$ cat src/rtl/ctrl_sequencer.sv
// Four-phase instruction sequencer: fetch, decode, execute (with optional ALU wait), advance.
// All outputs are registered so each strobe lines up with the phase that announces it.
module ctrl_sequencer #(
   parameter int NREG     = 2,
   parameter int MAX_WAIT = 15
) (
   input  logic            clk,
   input  logic            rst,
   input  logic            run,
   input  logic [7:0]      instr,
   input  logic            flag_bit,
   input  logic            alu_ready,
   output logic            ir_en,
   output logic            pc_inc,
   output logic            pc_load,
   output logic            out_we,
   output logic            alu_en,
   output logic            clr_acc,
   output logic [NREG-1:0] reg_we,
   output logic [3:0]      pc_target,
   output logic [1:0]      sh_mode,
   output logic [1:0]      mux_sel,
   output logic [3:0]      alu_op,
   output logic [3:0]      phase,
   output logic            busy,
   output logic            timeout
);

   typedef enum logic [2:0] {S_IDLE, S_T0, S_T1, S_T2, S_WAIT, S_T3} state_t;

   localparam logic [7:0] WAIT_LAST = 8'(MAX_WAIT - 1);

   state_t state, state_d;
   logic [7:0] wait_cnt, wait_cnt_d;
   logic [3:0] op_q, opnd_q;
   logic       flag_q;
   logic       enter_t3;

   logic            ir_en_d, pc_inc_d, pc_load_d, out_we_d, alu_en_d, clr_acc_d, timeout_d;
   logic [NREG-1:0] reg_we_d;
   logic [3:0]      pc_target_d, alu_op_d;
   logic [1:0]      sh_mode_d, mux_sel_d;

   function automatic logic [3:0] phase_of(input state_t s);
      case (s)
         S_T0:    phase_of = 4'b1000;
         S_T1:    phase_of = 4'b0100;
         S_T2:    phase_of = 4'b0010;
         S_T3:    phase_of = 4'b0001;
         default: phase_of = 4'b0000;
      endcase
   endfunction

   function automatic logic is_alu(input logic [3:0] op, input logic fl);
      is_alu = (op == 4'h5) ? fl : (op >= 4'h6 && op <= 4'hB);
   endfunction

   function automatic logic jump_taken(input logic [3:0] op, input logic fl);
      jump_taken = (op == 4'hC) || (op == 4'hD && fl);
   endfunction

   // Instruction fields are captured at the end of T1 and drive T2..T3 decisions.
   always_ff @(posedge clk) begin
      if (state == S_T1) begin
         op_q   <= instr[7:4];
         opnd_q <= instr[3:0];
         flag_q <= flag_bit;
      end
   end

   always_ff @(posedge clk or posedge rst) begin
      if (rst) begin
         state     <= S_IDLE;
         wait_cnt  <= '0;
         ir_en     <= 1'b0;
         pc_inc    <= 1'b0;
         pc_load   <= 1'b0;
         out_we    <= 1'b0;
         alu_en    <= 1'b0;
         clr_acc   <= 1'b1;
         reg_we    <= '0;
         pc_target <= '0;
         sh_mode   <= 2'b00;
         mux_sel   <= 2'b00;
         alu_op    <= 4'b1111;
         phase     <= 4'b0000;
         busy      <= 1'b0;
         timeout   <= 1'b0;
      end else begin
         state     <= state_d;
         wait_cnt  <= wait_cnt_d;
         ir_en     <= ir_en_d;
         pc_inc    <= pc_inc_d;
         pc_load   <= pc_load_d;
         out_we    <= out_we_d;
         alu_en    <= alu_en_d;
         clr_acc   <= clr_acc_d;
         reg_we    <= reg_we_d;
         pc_target <= pc_target_d;
         sh_mode   <= sh_mode_d;
         mux_sel   <= mux_sel_d;
         alu_op    <= alu_op_d;
         phase     <= phase_of(state_d);
         busy      <= (state_d != S_IDLE);
         timeout   <= timeout_d;
      end
   end

   always_comb begin
      state_d     = state;
      wait_cnt_d  = wait_cnt;
      timeout_d   = timeout;
      enter_t3    = 1'b0;
      ir_en_d     = 1'b0;
      pc_inc_d    = 1'b0;
      pc_load_d   = 1'b0;
      out_we_d    = 1'b0;
      alu_en_d    = 1'b0;
      clr_acc_d   = 1'b0;
      reg_we_d    = '0;
      pc_target_d = 4'h0;
      sh_mode_d   = 2'b00;
      mux_sel_d   = mux_sel;
      alu_op_d    = alu_op;

      case (state)
         S_IDLE: begin
            if (run) begin
               state_d = S_T0;
               ir_en_d = 1'b1;
            end
         end
         S_T0: state_d = S_T1;
         // Decode from live instr so execute strobes appear in the T2 cycle itself.
         S_T1: begin
            state_d = S_T2;
            case (instr[7:4])
               4'h0: if (32'(instr[3:0]) < NREG) reg_we_d = NREG'(1) << instr[3:0];
               4'h1: out_we_d = 1'b1;
               4'h2: begin
                  sh_mode_d = 2'b11;
                  mux_sel_d = instr[1:0];
               end
               4'h3: sh_mode_d = 2'b01;
               4'h4: sh_mode_d = 2'b10;
               4'h5: begin
                  if (flag_bit) begin
                     alu_en_d  = 1'b1;
                     alu_op_d  = 4'b0011;
                     mux_sel_d = instr[1:0];
                  end
               end
               4'h6: begin alu_en_d = 1'b1; alu_op_d = 4'b0011; end
               4'h7: begin alu_en_d = 1'b1; alu_op_d = 4'b0100; end
               4'h8: begin alu_en_d = 1'b1; alu_op_d = 4'b0110; end
               4'h9: begin alu_en_d = 1'b1; alu_op_d = 4'b0000; end
               4'hA: begin alu_en_d = 1'b1; alu_op_d = 4'b0001; end
               4'hB: begin alu_en_d = 1'b1; alu_op_d = 4'b0010; end
               4'hF: clr_acc_d = 1'b1;
               default: ;
            endcase
         end
         S_T2: begin
            if (is_alu(op_q, flag_q)) begin
               state_d    = S_WAIT;
               wait_cnt_d = '0;
            end else begin
               enter_t3 = 1'b1;
            end
         end
         S_WAIT: begin
            if (alu_ready) begin
               enter_t3 = 1'b1;
            end else if (wait_cnt == WAIT_LAST) begin
               enter_t3  = 1'b1;
               timeout_d = 1'b1;
            end else begin
               wait_cnt_d = wait_cnt + 8'd1;
            end
         end
         S_T3: begin
            if (run) begin
               state_d = S_T0;
               ir_en_d = 1'b1;
            end else begin
               state_d = S_IDLE;
            end
         end
         default: state_d = S_IDLE;
      endcase

      if (enter_t3) begin
         state_d = S_T3;
         if (jump_taken(op_q, flag_q)) begin
            pc_load_d   = 1'b1;
            pc_target_d = opnd_q;
         end else begin
            pc_inc_d = 1'b1;
         end
      end
   end

endmodule
$ cat config.mk
export PLATFORM = sky130hd
export DESIGN_NAME = ctrl_sequencer
export DESIGN_NICKNAME = d
export VERILOG_FILES = /design/src/rtl/ctrl_sequencer.sv
export SDC_FILE = /design/constraint.sdc
export NUM_CORES = 1
export LEC_CHECK = 0
export ABC_AREA = 0
export CAP_MARGIN = 25
export CORE_UTILIZATION = 51
export DETAILED_ROUTE_END_ITERATION = 7
export GPL_TIMING_DRIVEN = 0
export PLACE_DENSITY_LB_ADDON = 0.12
export SYNTH_ARGS = -nofsm -noshare
export SYNTH_HDL_FRONTEND = slang
export SYNTH_SLANG_ARGS = --single-unit
$ cat constraint.sdc
create_clock -name clk -period 2.1 [get_ports clk]
set_clock_uncertainty 0.05 [all_clocks]
set_input_delay 0.42 -clock clk [delete_from_list [all_inputs] [get_ports clk]]
set_output_delay 0.42 -clock clk [all_outputs]
set_load 0.005 [all_outputs]
Word level (Yosys, flattened, before mapping)
Index checks and enable logic that the tools add are counted.
W data, S select, Z words.
Cells by class
  eq/ne operators: 29
  mux-type cells: 39
  shift operators: 1
  reductions and logical operators: 15
  $add $sub $neg: 1
  magnitude comparators: 3
  bitwise operators: 1
Operators with widths (number)
  $eq A4 B4 Y1 const B: 7
  $pmux W4 S7: 1
  $mux W8: 3
  $eq A4 B3 Y1 const B: 5
  $pmux W3 S6: 1
  $mux W1: 17
  $pmux W4 S4: 1
  $pmux W8 S2: 1
  $eq A3 B2 Y1 const B: 4
  $mux W4: 3
  $mux W2: 5
  $eq A3 B3 Y1 const B: 3
  $mux W3: 3
  $reduce_and A3 Y1: 3
  $add A8 B1 Y8 const B: 1
  $eq A4 B2 Y1 const B: 2
  $eq A8 B4 Y1 const B: 1
  $ne A2 B2 Y1 const B: 4
  $reduce_bool A7 Y1: 1
  $eq A3 B1 Y1 const B: 2
  $pmux W2 S3: 1
  $reduce_or A6 Y1: 1
  $eq A4 B1 Y1 const B: 1
  $ge A4 B3 Y1 const B: 1
  14 further kinds: 17
Storage, ports and cells
  input bits: 13
  register bits: 46
  output and inout port bits: 26
  word-level logic and storage cells: 108

Depth between registers and ports, before layout
  depth in word-level cells: 8
  mapped depth: 6

Least setup slack after synthesis
No wires, ideal clock.
  path kind: register -> register
  start point: register state[0]
  end point: register mux_sel[0]
  library setup time: 0.125 ns
  setup slack: 0.274 ns
  required time: 1.925 ns
  clock period less this slack: 1.826 ns
  cell stages (with the launch flop): 6
  buffers on the path: 2
  data arrival time: 1.651 ns
  path through: dfrtp_1 -> buf_4 -> or3b_1 -> buf_6 -> or3_4 -> mux2_4
Between the ends
  longest elaborated chain between the ends: 2
Ends and longest elaborated chain
  from (decl): line 33  | state_t state, state_d;
  from (signal assigned): line 90  | state <= state_d;
  $eq A3 B2 Y1: line 126  | case (state)
  $reduce_and A3 Y1 (no source line)
  to (signal assigned): line 101  | mux_sel <= mux_sel_d;
  to (decl): line 22  | output logic [1:0] mux_sel,
No other way between the ends.
A chain may end at the register's enable or synchronous reset.

Final worst setup path
  start point: input port instr[4]
  end point: register mux_sel[0]
Between the ends
  longest elaborated chain between the ends: 3
  elaborated cells on any way between the ends: 6
  those cells by class: eq/ne (3); mux (1); reduce/logical (2)
Ends and longest elaborated chain
  from (decl): line 10  | input logic [7:0] instr,
  $eq A4 B3 Y1 / $eq A4 B2 Y1 (equally long branches): line 137  | case (instr[7:4])
  $ne A2 B2 Y1 (no source line) / $reduce_bool A2 Y1 (equally long branches)
  $reduce_and A3 Y1 (no source line)
Several ways; a longest one is shown, not always the timed one.

==> metrics.csv <==
metric,value,unit
WP data arrival,2.10,ns
P_leak,0.001136,uW
R2R depth,4,
hold path cells,1,
PostCTS Resize Cnt,0,
die area,0.004180,sq mm
Hold EP,timeout,
total track usage,0.1824,
synthesis-to-layout area growth,29.50,%
# clock sinks,46,
row cnt,22,
"CTS clk-pin slew, worst paths",0.08,ns
hold buffer count at cts,0,
unrepaired setup endpoints after global routing,false,
1st-pass router iterations,4,
DR vias/cell,5.233,
post-layout minimum cycle time,1.983,ns
Post-Syn Area,0.002002,sq mm
status,"finished, final reports clean",
max-slew headroom at the worst pin,0.5746,
worst hold margin,0.4157,ns
main combinational cell family by area after synthesis,simple AND/OR/NAND/NOR gates,
Simple-Gate Fraction of Synth Area,0.1994,
R2R Path End,wait_cnt[1],
hold crit path type,reg -> reg,
Tightest Pin Transition,0.6374,ns
Die W,64.65,um
final count of pins violating max slew,0,
DPL Wire Length,2609,um
remaining antenna violation count after routing,0,
CTS tree,done,
initial antenna violation count,0,
Routed WL,3556,um
layout cells sized above 1,0.1376,
most frequent cells in the layout,"clkdlybuf4s50_1, dfrtp_1, nor2_1",
"EDFF count, synth",9,
num ports,39,
GR Util met1,0.2151,
post-synthesis mux area share,0.04188,
DRT iter0 DRCs,129,
Yosys warnings,0,
port bufs,38,
"Avg Cell Area, Syn",11.71,sq um
DRC viols,0,
fin crit share,0.9441,
n_diodes,0,
highest achievable clock rate,504.4,MHz
Die Span Y,64.65,um
HP Start,timeout,
first-pass GRT wire length,5727,um
Pwr Total,2730,uW
met2 usage,0.3211,
Synth Area in XOR/XNOR,0.01750,
largest fanout on the critical path,8,
Adder-Cell Fraction of Synth Area,0.01250,
endpoints failing hold,0,
predominant post-synthesis flop cell,dfrtp_1,
WP data required,2.22,ns
Synth async-reset ratio,0.8043,
CTS root buf,clkbuf_8,
Crit Path Category,in -> reg,
post-synthesis compound-gate area fraction,0.08625,
"Slowest-stage cell, CP",clkdlybuf4s50_1,
"Seq/Total Area, Yosys",0.6006,
R2R Path Start,state[2],
setup TNS,0,ns
Mapped Cells,171,
VDD IR max,0.0007060,V
max cap viols,0,
Overflow after GRT,0,
Placeable Area,0.003716,sq mm
met3 usage,0.04049,
total setup buffers inserted after CTS,0,
syn_nets,186,
startpoint type of the worst setup path,primary input,
max incr delay on CP,0.47,ns
Final setup viols,0,
Top Usage Layer GRT,met2,
crit-path cells,clkdlybuf4s50_1 > buf_2 > nor2b_1 > a32oi_1 > or3_4 > mux2_4,
flop2flop setup slack,0.12,ns
Crit. End Element,register,
CTS H-tree lvls,2,
Seq cells post-synth,46,
total CTS buffers,5,
Clock Path Buffers,2,
NumNets Final,232,
power per standard cell area,1053,mW/mm^2
Placer Congestion,0.7616,
"most common cell after layout, fill and taps aside",clkdlybuf4s50_1,
Clock Latency Late Sink,0.28,ns
pin count of the biggest net entering global routing,24,
count of cell types in the netlist,43,
initial core utilization,0.5387,
vias in the first global route,1302,
post-DR wirelength/cell,13.37,um
Via Count,1392,
==> cell usage after synthesis, types with 3 or more instances <==
| cell type | count | area, sq um |
|---|---|---|
| dfrtp_1 | 32 | 800.8 |
| nor2_1 | 16 | 60.06 |
| nand2_1 | 15 | 56.30 |
| edfxtp_1 | 9 | 270.3 |
| inv_1 | 8 | 30.03 |
| nor2b_1 | 8 | 50.05 |
| a31oi_1 | 6 | 37.54 |
| dfstp_2 | 5 | 131.4 |
| nand3_1 | 5 | 25.02 |
| o21ai_0 | 5 | 25.02 |
| a21oi_1 | 4 | 20.02 |
| nand2b_1 | 4 | 25.02 |
| and2_1 | 3 | 18.77 |
| and3_1 | 3 | 18.77 |
| buf_6 | 3 | 33.78 |
| mux2_2 | 3 | 33.78 |
| nor3_1 | 3 | 15.01 |
| nor4_1 | 3 | 18.77 |
| o21a_1 | 3 | 22.52 |
==> stage by stage <==
step / setup slack [ns] / area (sq um) / utilization / instances
after CTS: 0.1279 / 2586 / 0.6960 / 266
final: 0.1174 / 2592 / 0.6976 / 266
after global placement: -0.1729 / 2442 / 0.6572 / 257
after detailed placement: -0.1734 / 2470 / 0.6646 / 258
after floorplan: 0.2736 / 2002 / - / 171
after global routing: 0.02649 / 2592 / 0.6976 / 266
==> worst max path at each step <==
stage	start	endpoint	slack, ns	cells past startpoint
final	instr[4]	mux_sel[0]	0.12	6
after global routing	alu_ready	wait_cnt[4]	0.03	5
after CTS	instr[4]	mux_sel[0]	0.13	6
after detailed placement	instr[4]	mux_sel[0]	-0.17	6
after global placement	instr[4]	mux_sel[0]	-0.17	6
after floorplan	state[0]	mux_sel[0]	0.27	5
==> report_power, final <==
group          internal, uW  total [uW]  switching [uW]  leakage [uW]
clock                   388         660             272     0.0000585
sequential             1150        1250             104      0.000566
combinational           456         815             359      0.000512
total                  1990        2730             736       0.00114
==> cell type report <==
| cell class | instances | area [sq um] |
|---|---|---|
| flip-flops and latches | 46 | 1202 |
| fillers | 286 | 1124 |
| multi-input cells | 111 | 721.9 |
| repair buffers | 39 | 407.9 |
| clock buffers | 7 | 86.33 |
| well taps | 48 | 60.06 |
| plain buffers | 6 | 53.80 |
| clock inverters | 1 | 30.03 |
| inverters | 8 | 30.03 |
==> cells by family (layout without fill, tap and decap cells) <==
| logic type | Yosys count | after routing |
|---|---|---|
| adders and majority gates | 2 | 2 |
| DFF | 46 | 46 |
| buffers and inverters | 14 | 61 |
| xor gates and xnor gates | 4 | 4 |
| AOI/OAI and AO/OA | 26 | 26 |
| and+or+nand+nor | 72 | 72 |
| muxes | 7 | 7 |
==> critical path: cells and delay by family <==
| kind | cells | cell delay [ns] |
|---|---|---|
| muxes | 1 | 0.31 |
| and+or+nand+nor | 2 | 0.60 |
| AOI/OAI and AO/OA | 1 | 0.13 |
| buffers and inverters | 2 | 0.65 |
==> routing by layer <==
layer  wire length [um]  part of all wire  vias up
met5                  0                 0        -
met4                 28            0.0079        0
met3                146             0.041        2
met2               1857              0.52       41
met1               1524              0.43      665
li1                   -                 -      684
==> state kept, by name (all words and copies together) (netlist names) <==
register   cells
state          3
timeout        1
busy           1
out_we         1
clr_acc        1
op_q           4
ir_en          1
mux_sel        2
opnd_q         4
alu_en         1
reg_we         2
phase          4
pc_load        1
alu_op         4
pc_target      4
wait_cnt       8
pc_inc         1
sh_mode        2
flag_q         1
No activity file was read; power rests on OpenSTA's default activity.
==> variant 1 (config.mk and constraints unchanged) <==
Register the output `timeout` once more, cleared by the reset; this adds one clock of latency there. The other outputs are not delayed to match.
--- a/src/rtl/ctrl_sequencer.sv
+++ b/src/rtl/ctrl_sequencer.sv
@@ -30,6 +30,8 @@
 
    localparam logic [7:0] WAIT_LAST = 8'(MAX_WAIT - 1);
 
+   logic timeout_s0;
+
    state_t state, state_d;
    logic [7:0] wait_cnt, wait_cnt_d;
    logic [3:0] op_q, opnd_q;
@@ -85,7 +87,7 @@
          alu_op    <= 4'b1111;
          phase     <= 4'b0000;
          busy      <= 1'b0;
-         timeout   <= 1'b0;
+         timeout_s0 <= 1'b0;
       end else begin
          state     <= state_d;
          wait_cnt  <= wait_cnt_d;
@@ -102,14 +104,14 @@
          alu_op    <= alu_op_d;
          phase     <= phase_of(state_d);
          busy      <= (state_d != S_IDLE);
-         timeout   <= timeout_d;
+         timeout_s0 <= timeout_d;
       end
    end
 
    always_comb begin
       state_d     = state;
       wait_cnt_d  = wait_cnt;
-      timeout_d   = timeout;
+      timeout_d   = timeout_s0;
       enter_t3    = 1'b0;
       ir_en_d     = 1'b0;
       pc_inc_d    = 1'b0;
@@ -200,4 +202,12 @@
       end
    end
 
+   always_ff @(posedge clk or posedge rst) begin
+      if (rst) begin
+         timeout <= '0;
+      end else begin
+         timeout <= timeout_s0;
+      end
+   end
+
 endmodule
Function: same outputs for any inputs over 10 cycles, from zero or initial values and one cycle with rst high; that may be too few to reach the edited logic, so the function may still have changed.
==> variant 1 against the unedited design <==
  * Sequential cell count increased by 1
  * Setup slack better by 0.0084 ns
  * Non-clock buffer count is 2 lower
  * Critical path depth fell by 1
  * Critical path type unchanged
  * Routed wire length fell by 1.3%
  * Area after synthesis down 1.2%
  * Via count up 0.43%
  * Design area down 2.4%
  * Power fell by 7.6%
  * Die area shrank 1.1%
==> variant 1: results <==
[power]
ir_worst_vdd_mv = 0.7456
power_leakage_nw = 1.098

[critical_path]
slowest_stage = nor4b_4
cp_data_arrival_time_ns = 2.14
r2r_cells = 4
slowest_delay_ns = 0.51
path_max_fanout = 7

[drt]
drtIter0Drc = 70
vias = 1398
dr.pass1.iters = 4
drt-total-wl_mm = 3.510
viasPerCell = 5.275

[clock_network]
postCtsResizedCells = 0
cts_made_buffers = 5
cts_max_level = 2
insertion_delay_ns = 0.28
cts_setup_buffers = 0
path_clk_slew_ns = 0.08
cts_root_buf = clkbuf_8
cts_max_path_buffers = 2

[grt]
grt_pass1_wl_mm = 5.920
antenna_found_initial = 0
gr-usage-all-layers = 0.1879
grt_max_degree = 25

[place]
preCtsSetupSlack_ns = -0.1711
dp_hpwl_mm = 2.661
place_congestion = 0.7348
placement.io_buffers = 38
dp_cells = 257

[logic_synthesis]
syn_inst = 170
synth.top_cells.by_count = dfrtp_1, nand2_1, nor2_1
ys_warn_count = 0
yosysUniqueCellTypes = 41
yosys-top-cells-area = dfrtp_1, edfxtp_1, dfstp_2
synth_ff_type = dfrtp_1
ys_seq_area_frac = 0.6205
synth_nets = 185
synth_async_sr_flop_share = 0.8085
synth_edf_count = 9

[worst_hold_path]
worstHoldPathType = flop to flop
min_path_cells = 0

[sta]
report.final.setup_viol = 0
tightest_slew_ns = 0.6258

[layout]
final_net_count = 231
drive_gt1_frac = 0.09217
largest_reg_flops = 8
regMostFlops = wait_cnt
diodes = 0

[run_status]
outcome = finished, final reports clean
variant 1: changes by cell type after synthesis, sizes merged, moves of 2 or more:
| cell | delta |
|---|---|
| a21oi | +4 |
| a31oi | -6 |
| and2 | -2 |
| buf | -4 |
| clkbuf | +2 |
| nand2b | +2 |
| nand3 | -3 |
| or3 | +4 |
| or3b | -2 |
variant 1: worst paths after layout:
check / slack (ns) / to / start
setup / recovery: 0.13 / wait_cnt[7] / alu_ready
hold / removal: 0.34 / timeout / timeout_s0
setup reg to reg: 0.30 / wait_cnt[7] / state[0]
hold reg to reg: 0.34 / timeout / timeout_s0
max in group asynchronous: 0.92 / alu_op[2] / rst
min in group asynchronous: 0.46 / pc_inc / rst
variant 1: layout make-up:
type / count / area (µm²)
flip-flops and latches: 47 / 1227
fillers: 298 / 1157
multi-input cells: 110 / 699.4
repair buffers: 39 / 407.9
clock buffers: 6 / 72.57
well taps: 48 / 60.06
inverters: 9 / 33.78
plain buffers: 4 / 17.52
clock inverters: 2 / 12.51
variant 1: kinds of logic (layout without fill, tap and decap cells):
kind of cell	after synthesis	count (layout)	synth area share
buffers and inverters	13	60	0.02593
DFF	47	47	0.6205
muxes	7	7	0.03858
and+or+nand+nor	72	72	0.2005
AOI/OAI and AO/OA	25	25	0.08413
xor gates and xnor gates	4	4	0.01771
adders and majority gates	2	2	0.01265
variant 1: worst max-delay path, delay by kind of cell:
kind,cells,cell delay (ns)
buf+inv,1,0.50
simple gates,3,1.07
compound gates,1,0.14
variant 1: metal layers:
metal | vias up | global-route usage | routed length [µm]
met3 | 6 | 0.03214 | 128
met5 | - | 0 | 0
met4 | 0 | 0.06667 | 37
met2 | 37 | 0.3632 | 1954
li1 | 683 | - | -
met1 | 672 | 0.2012 | 1390
variant 1: report_power, final:
part	switching, mW	leakage, nW	internal [mW]
clock network	0.271	0.0412	0.233
logic	0.336	0.478	0.391
registers	0.126	0.579	1.17
total	0.733	1.10	1.79
variant 1: per-stage QoR:
stage | power (mW) | area, µm²
floorplan | 1.684 | 1978
detailed placement | 2.046 | 2446
global route | 2.678 | 2531
finish | 2.523 | 2531
global placement | 2.005 | 2419
CTS | 2.552 | 2531
==> variant 2 (same flow settings) <==
Made on the original files. Set the parameter `NREG` to 1 (it was 2).
--- a/src/rtl/ctrl_sequencer.sv
+++ b/src/rtl/ctrl_sequencer.sv
@@ -1,7 +1,7 @@
 // Four-phase instruction sequencer: fetch, decode, execute (with optional ALU wait), advance.
 // All outputs are registered so each strobe lines up with the phase that announces it.
 module ctrl_sequencer #(
-   parameter int NREG     = 2,
+   parameter int NREG     = 1,
    parameter int MAX_WAIT = 15
 ) (
    input  logic            clk,
Interface: changed (resized reg_we); port bits go from 39 to 38. No check against the original RTL was run, so the function may have changed too.
==> variant 2 against the unedited design <==
  * Core utilization up 2.3 points
  * Power about the same
  * Design area down 3.5%
  * Routed wire length down 5.1%
  * Largest power group unchanged
  * Sequential cell count down 1
  * Setup slack worse by 0.010 ns
  * Critical path depth unchanged
  * Non-clock buffer count up 2
  * Area after synthesis down 4.1%
==> variant 2: results <==
[run_status]
outcome = finished, final reports clean

[grt]
gr-usage-all-layers = 0.1830
grt_pass1_wl_mm = 5.754

[place]
dp_cells = 251
dp_hpwl_mm = 2.447
placement.io_buffers = 37
place_congestion = 0.7856

[critical_path]
cp_data_arrival_time_ns = 2.12
path_max_fanout = 10

[drt]
vias = 1371
drtIter0Drc = 76

[power]
power_leakage_nw = 1.071
p_int_mw = 1.948
ir_worst_vdd_mv = 0.5542

[logic_synthesis]
ys_seq_area_frac = 0.6134
synth-xor-area-share = 0.01825
yosysUniqueCellTypes = 42
synth.area.mux_share = 0.03390
synth_compound_area_frac = 0.1193
synth_nets = 182
syn-mean-instance-area_um2 = 11.49
synth_async_sr_flop_share = 0.8000

[sta]
slew_headroom = 0.5683

[layout]
drive_gt1_frac = 0.1408
finalNonFillerCells = 259
final_net_count = 227
-- variant 2: worst max-delay path, stage by stage, from the launching register on --
cell and delay, ns:
dfrtp_1 0.38, buf_6 0.14, or3b_1 0.33, buf_2 0.18, a211oi_4 0.41, a41o_2 0.27, a31oi_1 0.11
-- variant 2: area by class of cell --
type / instances / area, µm²
Buffer: 7 / 42.54
Tap cell: 46 / 57.56
Fill cell: 268 / 967.2
Sequential cell: 45 / 1177
Clock inverter: 2 / 33.78
Inverter: 11 / 45.04
Clock buffer: 6 / 72.57
Multi-Input combinational cell: 102 / 656.9
Timing Repair Buffer: 40 / 415.4
-- variant 2: what timing repair did --
action	4_1_cts	5_1_grt
endpoints found under the hold margin	0	0
gates resized for setup	1	3
setup endpoints to repair	2	11
gates cloned	0	0
setup buffers	0	2
-- variant 2: path summary, 6_finish.rpt --
check | from | to | slack, ns | cells past startpoint
max in group asynchronous | rst | clr_acc | 0.93 | 3
min reg2reg | timeout | timeout | 0.42 | 1
min | timeout | timeout | 0.42 | 1
max reg2reg | state[0] | wait_cnt[5] | 0.11 | 6
min in group asynchronous | rst | phase[3] | 0.46 | 2
max | state[0] | wait_cnt[5] | 0.11 | 6
-- variant 2: metal layers --
metal / track usage / vias up / wire length, µm
met4: 0.05114 / 0 / 0
met1: 0.2123 / 666 / 1441
li1: - / 671 / -
met5: 0 / - / 0
met2: 0.3205 / 34 / 1775
met3: 0.05978 / 0 / 157
-- variant 2: power by group through the flow --
stage               logic [mW]  clock network [mW]  registers [mW]
global route             0.964               0.669            1.26
floorplan                0.469                   0            1.25
detailed placement       0.839                   0            1.25
global placement         0.816                   0            1.24
CTS                      0.851               0.639            1.24
finish                   0.871               0.627            1.23
-- variant 2: kinds of logic after synthesis --
kind of cell | after synthesis
compound gates | 32
xor+xnor | 4
fa+ha+maj | 2
buf+inv | 20
flops | 45
mux | 6
simple gates | 58
-- variant 2: stage by stage --
stage / setup WS [ns] / area [µm²] / power, mW / utilization
final: 0.1071 / 2501 / 2.731 / 0.7211
after global routing: 0.007102 / 2501 / 2.889 / 0.7211
after CTS: 0.04327 / 2485 / 2.727 / 0.7165
after detailed placement: -0.2605 / 2375 / 2.090 / 0.6847
after global placement: -0.1986 / 2347 / 2.057 / 0.6768
after floorplan: 0.2869 / 1919 / 1.720 / -
